--- src/rtl/stack_cpu_pkg.sv ---
// Shared encodings for the stack processor: opcodes, PC mux selects, stack ops,
// controller state and the bundle of per-instruction control strobes.
package stack_cpu_pkg;

    localparam logic [3:0] OP_NOP   = 4'h0;
    localparam logic [3:0] OP_ALU   = 4'h1;
    localparam logic [3:0] OP_JUMP  = 4'h2;
    localparam logic [3:0] OP_BZ    = 4'h3;
    localparam logic [3:0] OP_CALL  = 4'h4;
    localparam logic [3:0] OP_RET   = 4'h5;
    localparam logic [3:0] OP_PUSHI = 4'h6;
    localparam logic [3:0] OP_HALT  = 4'h7;

    localparam logic [2:0] PC_RSTACK = 3'd0;
    localparam logic [2:0] PC_JUMP   = 3'd1;
    localparam logic [2:0] PC_BRANCH = 3'd2;
    localparam logic [2:0] PC_SEQ    = 3'd4;

    localparam logic [1:0] RS_HOLD = 2'b00;
    localparam logic [1:0] RS_PUSH = 2'b01;
    localparam logic [1:0] RS_POP  = 2'b10;

    localparam logic [1:0] DS_HOLD = 2'b00;
    localparam logic [1:0] DS_PUSH = 2'b01;
    localparam logic [1:0] DS_POP  = 2'b10;
    localparam logic [1:0] DS_ALU  = 2'b11;

    typedef enum logic [2:0] {
        StFetch,
        StDecode,
        StExec,
        StHalt,
        StTrap
    } state_e;

    typedef struct packed {
        logic        pc_write;
        logic [2:0]  pc_control;
        logic [1:0]  rstack_op;
        logic [1:0]  dstack_op;
        logic [2:0]  alu_oper;
        logic [15:0] imm;
    } ctrl_t;

endpackage

--- src/rtl/inst_decode.sv ---
// Combinational decode of the latched instruction into EXEC-cycle strobes,
// immediate and opcode/overflow fault flag (stack-depth faults handled by the caller).
module inst_decode
    import stack_cpu_pkg::*;
(
    input  logic [15:0] ir_i,
    input  logic        zero_i,
    input  logic        overflow_i,
    output ctrl_t       ctrl_o,
    output logic        is_call_o,
    output logic        is_ret_o,
    output logic        is_halt_o,
    output logic        fault_o
);

    logic [3:0]  opcode;
    logic [11:0] field;
    logic        illegal;

    assign opcode = ir_i[15:12];
    assign field  = ir_i[11:0];

    always_comb begin
        ctrl_o    = '0;
        is_call_o = 1'b0;
        is_ret_o  = 1'b0;
        is_halt_o = 1'b0;
        illegal   = 1'b0;
        case (opcode)
            OP_NOP: begin
                ctrl_o.pc_write   = 1'b1;
                ctrl_o.pc_control = PC_SEQ;
            end
            OP_ALU: begin
                ctrl_o.pc_write   = 1'b1;
                ctrl_o.pc_control = PC_SEQ;
                ctrl_o.dstack_op  = DS_ALU;
                ctrl_o.alu_oper   = ir_i[2:0];
            end
            OP_JUMP: begin
                ctrl_o.pc_write   = 1'b1;
                ctrl_o.pc_control = PC_JUMP;
                ctrl_o.imm        = {3'b000, field, 1'b0};
            end
            OP_BZ: begin
                // Condition is consumed from the data stack whether or not taken
                ctrl_o.pc_write   = 1'b1;
                ctrl_o.pc_control = zero_i ? PC_BRANCH : PC_SEQ;
                ctrl_o.dstack_op  = DS_POP;
                ctrl_o.imm        = {{3{field[11]}}, field, 1'b0};
            end
            OP_CALL: begin
                ctrl_o.pc_write   = 1'b1;
                ctrl_o.pc_control = PC_JUMP;
                ctrl_o.rstack_op  = RS_PUSH;
                ctrl_o.imm        = {3'b000, field, 1'b0};
                is_call_o         = 1'b1;
            end
            OP_RET: begin
                ctrl_o.pc_write   = 1'b1;
                ctrl_o.pc_control = PC_RSTACK;
                ctrl_o.rstack_op  = RS_POP;
                is_ret_o          = 1'b1;
            end
            OP_PUSHI: begin
                ctrl_o.pc_write   = 1'b1;
                ctrl_o.pc_control = PC_SEQ;
                ctrl_o.dstack_op  = DS_PUSH;
                ctrl_o.imm        = {{4{field[11]}}, field};
            end
            OP_HALT: begin
                is_halt_o = 1'b1;
            end
            default: begin
                illegal = 1'b1;
            end
        endcase
        fault_o = illegal || (overflow_i && ctrl_o.pc_write && (ctrl_o.pc_control == PC_SEQ));
    end

endmodule

--- src/rtl/pc_control_fsm.sv ---
// Fetch/decode/execute sequencer for the PC path: latches the instruction, drives
// EXEC-cycle strobes, tracks return-stack depth and parks in HALT or TRAP.
module pc_control_fsm
    import stack_cpu_pkg::*;
#(
    parameter int unsigned RSTACK_DEPTH = 16
) (
    input  logic        CLK,
    input  logic        Reset,
    input  logic [15:0] inst,
    input  logic        Overflow,
    input  logic        Zero,
    output logic        PCWrite,
    output logic [2:0]  PCControl,
    output logic [1:0]  RStackOP,
    output logic [1:0]  DStackOP,
    output logic [2:0]  ALUOper,
    output logic [15:0] Imm,
    output logic        Halted,
    output logic        Trap
);

    localparam int unsigned DepthW = $clog2(RSTACK_DEPTH + 1);

    state_e            state_q, state_d;
    logic [15:0]       ir_q, ir_d;
    logic [DepthW-1:0] depth_q, depth_d;
    logic              halted_q, halted_d;
    logic              trap_q, trap_d;

    ctrl_t dec_ctrl;
    ctrl_t out_ctrl;
    logic  dec_call;
    logic  dec_ret;
    logic  dec_halt;
    logic  dec_fault;
    logic  fault;

    inst_decode u_inst_decode (
        .ir_i       (ir_q),
        .zero_i     (Zero),
        .overflow_i (Overflow),
        .ctrl_o     (dec_ctrl),
        .is_call_o  (dec_call),
        .is_ret_o   (dec_ret),
        .is_halt_o  (dec_halt),
        .fault_o    (dec_fault)
    );

    // Bounds are checked before the counter moves, so depth never wraps
    assign fault = dec_fault
                || (dec_call && (depth_q == DepthW'(RSTACK_DEPTH)))
                || (dec_ret && (depth_q == '0));

    always_comb begin
        state_d  = state_q;
        ir_d     = ir_q;
        depth_d  = depth_q;
        halted_d = halted_q;
        trap_d   = trap_q;
        case (state_q)
            StFetch: state_d = StDecode;
            StDecode: begin
                ir_d    = inst;
                state_d = StExec;
            end
            StExec: begin
                if (fault) begin
                    trap_d  = 1'b1;
                    state_d = StTrap;
                end else if (dec_halt) begin
                    halted_d = 1'b1;
                    state_d  = StHalt;
                end else begin
                    if (dec_call) depth_d = depth_q + DepthW'(1);
                    if (dec_ret)  depth_d = depth_q - DepthW'(1);
                    state_d = StFetch;
                end
            end
            StHalt:  state_d = StHalt;
            StTrap:  state_d = StTrap;
            default: state_d = StFetch;
        endcase
    end

    always_ff @(posedge CLK) begin
        if (Reset) begin
            state_q  <= StFetch;
            ir_q     <= '0;
            depth_q  <= '0;
            halted_q <= 1'b0;
            trap_q   <= 1'b0;
        end else begin
            state_q  <= state_d;
            ir_q     <= ir_d;
            depth_q  <= depth_d;
            halted_q <= halted_d;
            trap_q   <= trap_d;
        end
    end

    // Reset forces every output low in the same cycle it is asserted
    always_comb begin
        out_ctrl = '0;
        if (!Reset && (state_q == StExec) && !fault) begin
            out_ctrl = dec_ctrl;
        end
    end

    assign PCWrite   = out_ctrl.pc_write;
    assign PCControl = out_ctrl.pc_control;
    assign RStackOP  = out_ctrl.rstack_op;
    assign DStackOP  = out_ctrl.dstack_op;
    assign ALUOper   = out_ctrl.alu_oper;
    assign Imm       = out_ctrl.imm;
    assign Halted    = halted_q && !Reset;
    assign Trap      = trap_q && !Reset;

endmodule

--- config.mk ---
export PLATFORM = sky130hd
export DESIGN_NAME = pc_control_fsm
export DESIGN_NICKNAME = d
export VERILOG_FILES = /design/src/rtl/stack_cpu_pkg.sv /design/src/rtl/inst_decode.sv /design/src/rtl/pc_control_fsm.sv
export SDC_FILE = /design/constraint.sdc
export NUM_CORES = 1
export LEC_CHECK = 0
export BUFFER_PORTS_ARGS = -buffer_cell sky130_fd_sc_hd__buf_2
export CORE_MARGIN = 1
export CORE_UTILIZATION = 51
export CTS_CLUSTER_DIAMETER = 120
export DETAILED_ROUTE_END_ITERATION = 12
export PLACE_DENSITY = 0.79
export RECOVER_POWER = 25
export SLEW_MARGIN = 15
export SYNTH_ARGS = -nofsm -noshare
export SYNTH_HDL_FRONTEND = slang
export SYNTH_SLANG_ARGS = --single-unit
export TNS_END_PERCENT = 10
--- constraint.sdc ---
create_clock -name CLK -period 2.5 [get_ports CLK]
set_input_delay 0.5 -clock CLK [delete_from_list [all_inputs] [get_ports CLK]]
set_output_delay 0.5 -clock CLK [all_outputs]
set_load 0.03 [all_outputs]
==> impl_metrics.yaml <==
yosys:
  synth_net_count: 234
  synth-seq-cells: 26
  largest_family_of_logic_cells_by_synthesized_area: "simple AND/OR/NAND/NOR gates"
  area_share_of_fa_ha_maj_cells_after_synthesis_pct: 3.57
  post-synth-top-area-fraction_pct: 32.3
  yosysSeqAreaShare_pct: 32.3
  syn-mean-instance-area_um2: 7.67
  synth_async_reset_ratio_pct: 0
  cell_accounting_for_the_most_synthesized_area: "dfxtp_1"
  synth.area.mux_share_pct: 0.622
  ys.flop_type: "dfxtp_1"
  simple_gate_portion_of_the_synthesized_area_pct: 31.9
  library_cells_used_by_synthesis: 46
  synth-xor-area-share_pct: 2.72
  synth_compound_gate_area_share_pct: 21.8
  synth_area_mm2: 0.00161
  synth_warnings: 0
  post_syn_instances: 210
  synth_area_leaders: "dfxtp_1 32%, nand2_1 9.6%, a21oi_1 6.5%"
  synth_edf_count: 0
global_route:
  wire_length_of_the_first_global_routing_pass_mm: 6.50
  grt_max_degree: 33
  first_global_vias: 1496
  globalRoute.totalOverflow: 0
  antenna_found_initial: 0
  met1_usage_pct: 33.2
  grt.met2_usage_pct: 39.9
  met3_usage_pct: 3.35
  layer_carrying_the_most_global_route_usage: "met2"
  gr-usage-all-layers_pct: 24.3
floorplan:
  rows: 20
  core_area_mm2: 0.00303
  start_util_pct: 53.2
  die_height_um: 58.2
  die-width_um: 58.2
  ios: 49
  die_area_mm2: 0.00339
finish:
  area_growth_from_synthesis_to_final_layout_pct: 31.8
  antennaDiodeCount: 0
  multi_input_comb_area_mm2: 0.00106
  final_net_count: 290
  most_common_cell_after_layout_fill_and_taps_aside: "nand2_1"
  final-seq-area_um2: 527
  final_area_mm2: 0.00212
  final_layout_size_suffix_gt1_share_pct: 34.7
  layout.cells.non_filler: 309
  most-common-layout-cells: "41 x nand2_1, 35 x buf_2, 25 x nor2_1, 24 x buf_4, 21 x dfxtp_1"
  fillerInstances: 250
power:
  leakage_uw: 0.000861
  irDropWorstVdd_mv: 0.318
  power-per-cell-area_mw_per_mm2: 451
sta:
  final-setup-viol-count: 0
  timing.slew.headroom_pct: 57.9
  max_slew.worst_pin.slew_ps: 630
  finalHoldViolCount: 0
  final_setup_skew_ps: 7.97
  fin_crit_sh_pct: 99.4
  grt_setup_unrepaired: "yes"
  maxSlewViolCount: 0
  achievable-frequency_mhz: 402
  post-route-min-period_ps: 2490
place:
  place.gp.congestion: 0.850
  buffer_ports.inserted: 48
  place_inst: 299
  place.detailed.hpwl_mm: 2.68
  postPlaceCellArea_mm2: 0.00191
route:
  wl_per_cell_um: 13.0
  drt-total-wl_mm: 4.03
  first_pass_iters: 4
  starting_drt_drc_count: 91
  remaining_drc_errors: 0
  vias_after_detailed_routing: 1694
  ant_nets: 0
  detail_route.vias_per_cell: 5.48
status:
  status: "complete, no violations"
clock_tree:
  cts_hold_repair.buffers: 0
  htree_levels: 1
  cts_made_buffers: 3
  tritoncts: "done"
  clock_sinks: 26
  clk_root_buffer_cell: "clkbuf_4"
  cts_max_path_buffers: 2
  clkLatencyLatePin_ps: 320
  path_clk_slew_ps: 140
setup_path:
  timing.reg2reg.setup_slack_ps: 230
  cp_data_required_time_ps: 2000
  cp.arrival_ps: 1990
  endpoint_kind: "primary output"
  crit_type: "flop to primary output"
  crit_path_max_fanout: 5
  setup.worst_path.start_class: "flop"
job:
  max-cap-violations: 0
min_path:
  worst_hold_path_type: "primary input to flop"
worst max-delay path, stage by stage (launching register included):
cell and delay [ps]:
dfxtp_2 360, buf_4 140, nand2b_1 200, o2111ai_4 280, nand3_4 140, nor4_1 320, buf_4 230
metrics by stage:
stage / total power [uW] / hold WS [ps] / worst slack, ps / TNS, ps / util, %
3_3_place_gp: 705 / 444 / 168 / 0 / 63.1
4_1_cts: 938 / 395 / 0.169 / 0 / 67.3
6_report: 957 / 397 / 14.2 / 0 / 70.1
3_5_place_dp: 709 / 455 / 173 / 0 / 63.1
5_1_grt: 1010 / 401 / -66.9 / -473 / 70.1
2_1_floorplan: 639 / 429 / -63.3 / -196 / -
report_power, final:
part           leakage [uW]  switching, uW  internal (uW)
Clock             0.0000210            120           89.0
Sequential         0.000214           35.5            449
Combinational      0.000626            148            116
Total              0.000861            303            654
cells by family after synthesis:
logic type,after synthesis
flops,26
fa+ha+maj,4
xor+xnor,5
compound gates,50
buf+inv,22
mux,1
simple gates,102
layout make-up:
type                            count  share of cell area, %
Multi-Input combinational cell    163                   49.9
Sequential cell                    26                   24.8
Timing Repair Buffer               66                   19.9
Tap cell                           44                   2.59
Clock buffer                        4                   1.71
Inverter                            6                   1.06
routing by layer:
metal	vias to the layer above	routed length [um]
met4	0	27
met1	800	1880
li1	838	-
met2	54	1930
met3	2	193
met5	-	0
timing repair:
item	4_1_cts	5_1_grt
pin swaps	1	4
buffers inserted	3	1
resized for setup	20	20
endpoints found under the hold margin	0	0
setup endpoints to repair	24	27
cloned	2	0
final timing paths:
| check | startpoint | endpoint | cells after the start |
|---|---|---|---|
| setup / recovery | ir_q[14]$_SDFFE_PP0P_ | ALUOper[2] | 6 |
| hold / removal | inst[8] | ir_q[8]$_SDFFE_PP0P_ | 3 |
| setup reg to reg | ir_q[14]$_SDFFE_PP0P_ | depth_q[4]$_SDFFE_PP0P_ | 8 |
| hold reg to reg | halted_q$_SDFFE_PP0P_ | halted_q$_SDFFE_PP0P_ | 2 |
cell usage after synthesis (3+ instances only):
library cell and n:
clkbuf_1 6, buf_4 3, nand3_1 4, nor3b_1 4, a21oi_1 21, xor2_1 3, buf_2 4, a21o_1 3
nand2_1 41, nand3b_1 5, nor2b_1 4, inv_1 6, ha_1 3, a22oi_1 11, dfxtp_1 26, nor2_1 27
nor3_1 3
state kept, by name (all words and copies together), names as in the netlist:
signal    count
ir_q         16
halted_q      1
depth_q       5
trap_q        1
state_q       3
Note: power is estimated with default switching activity, not from simulation.
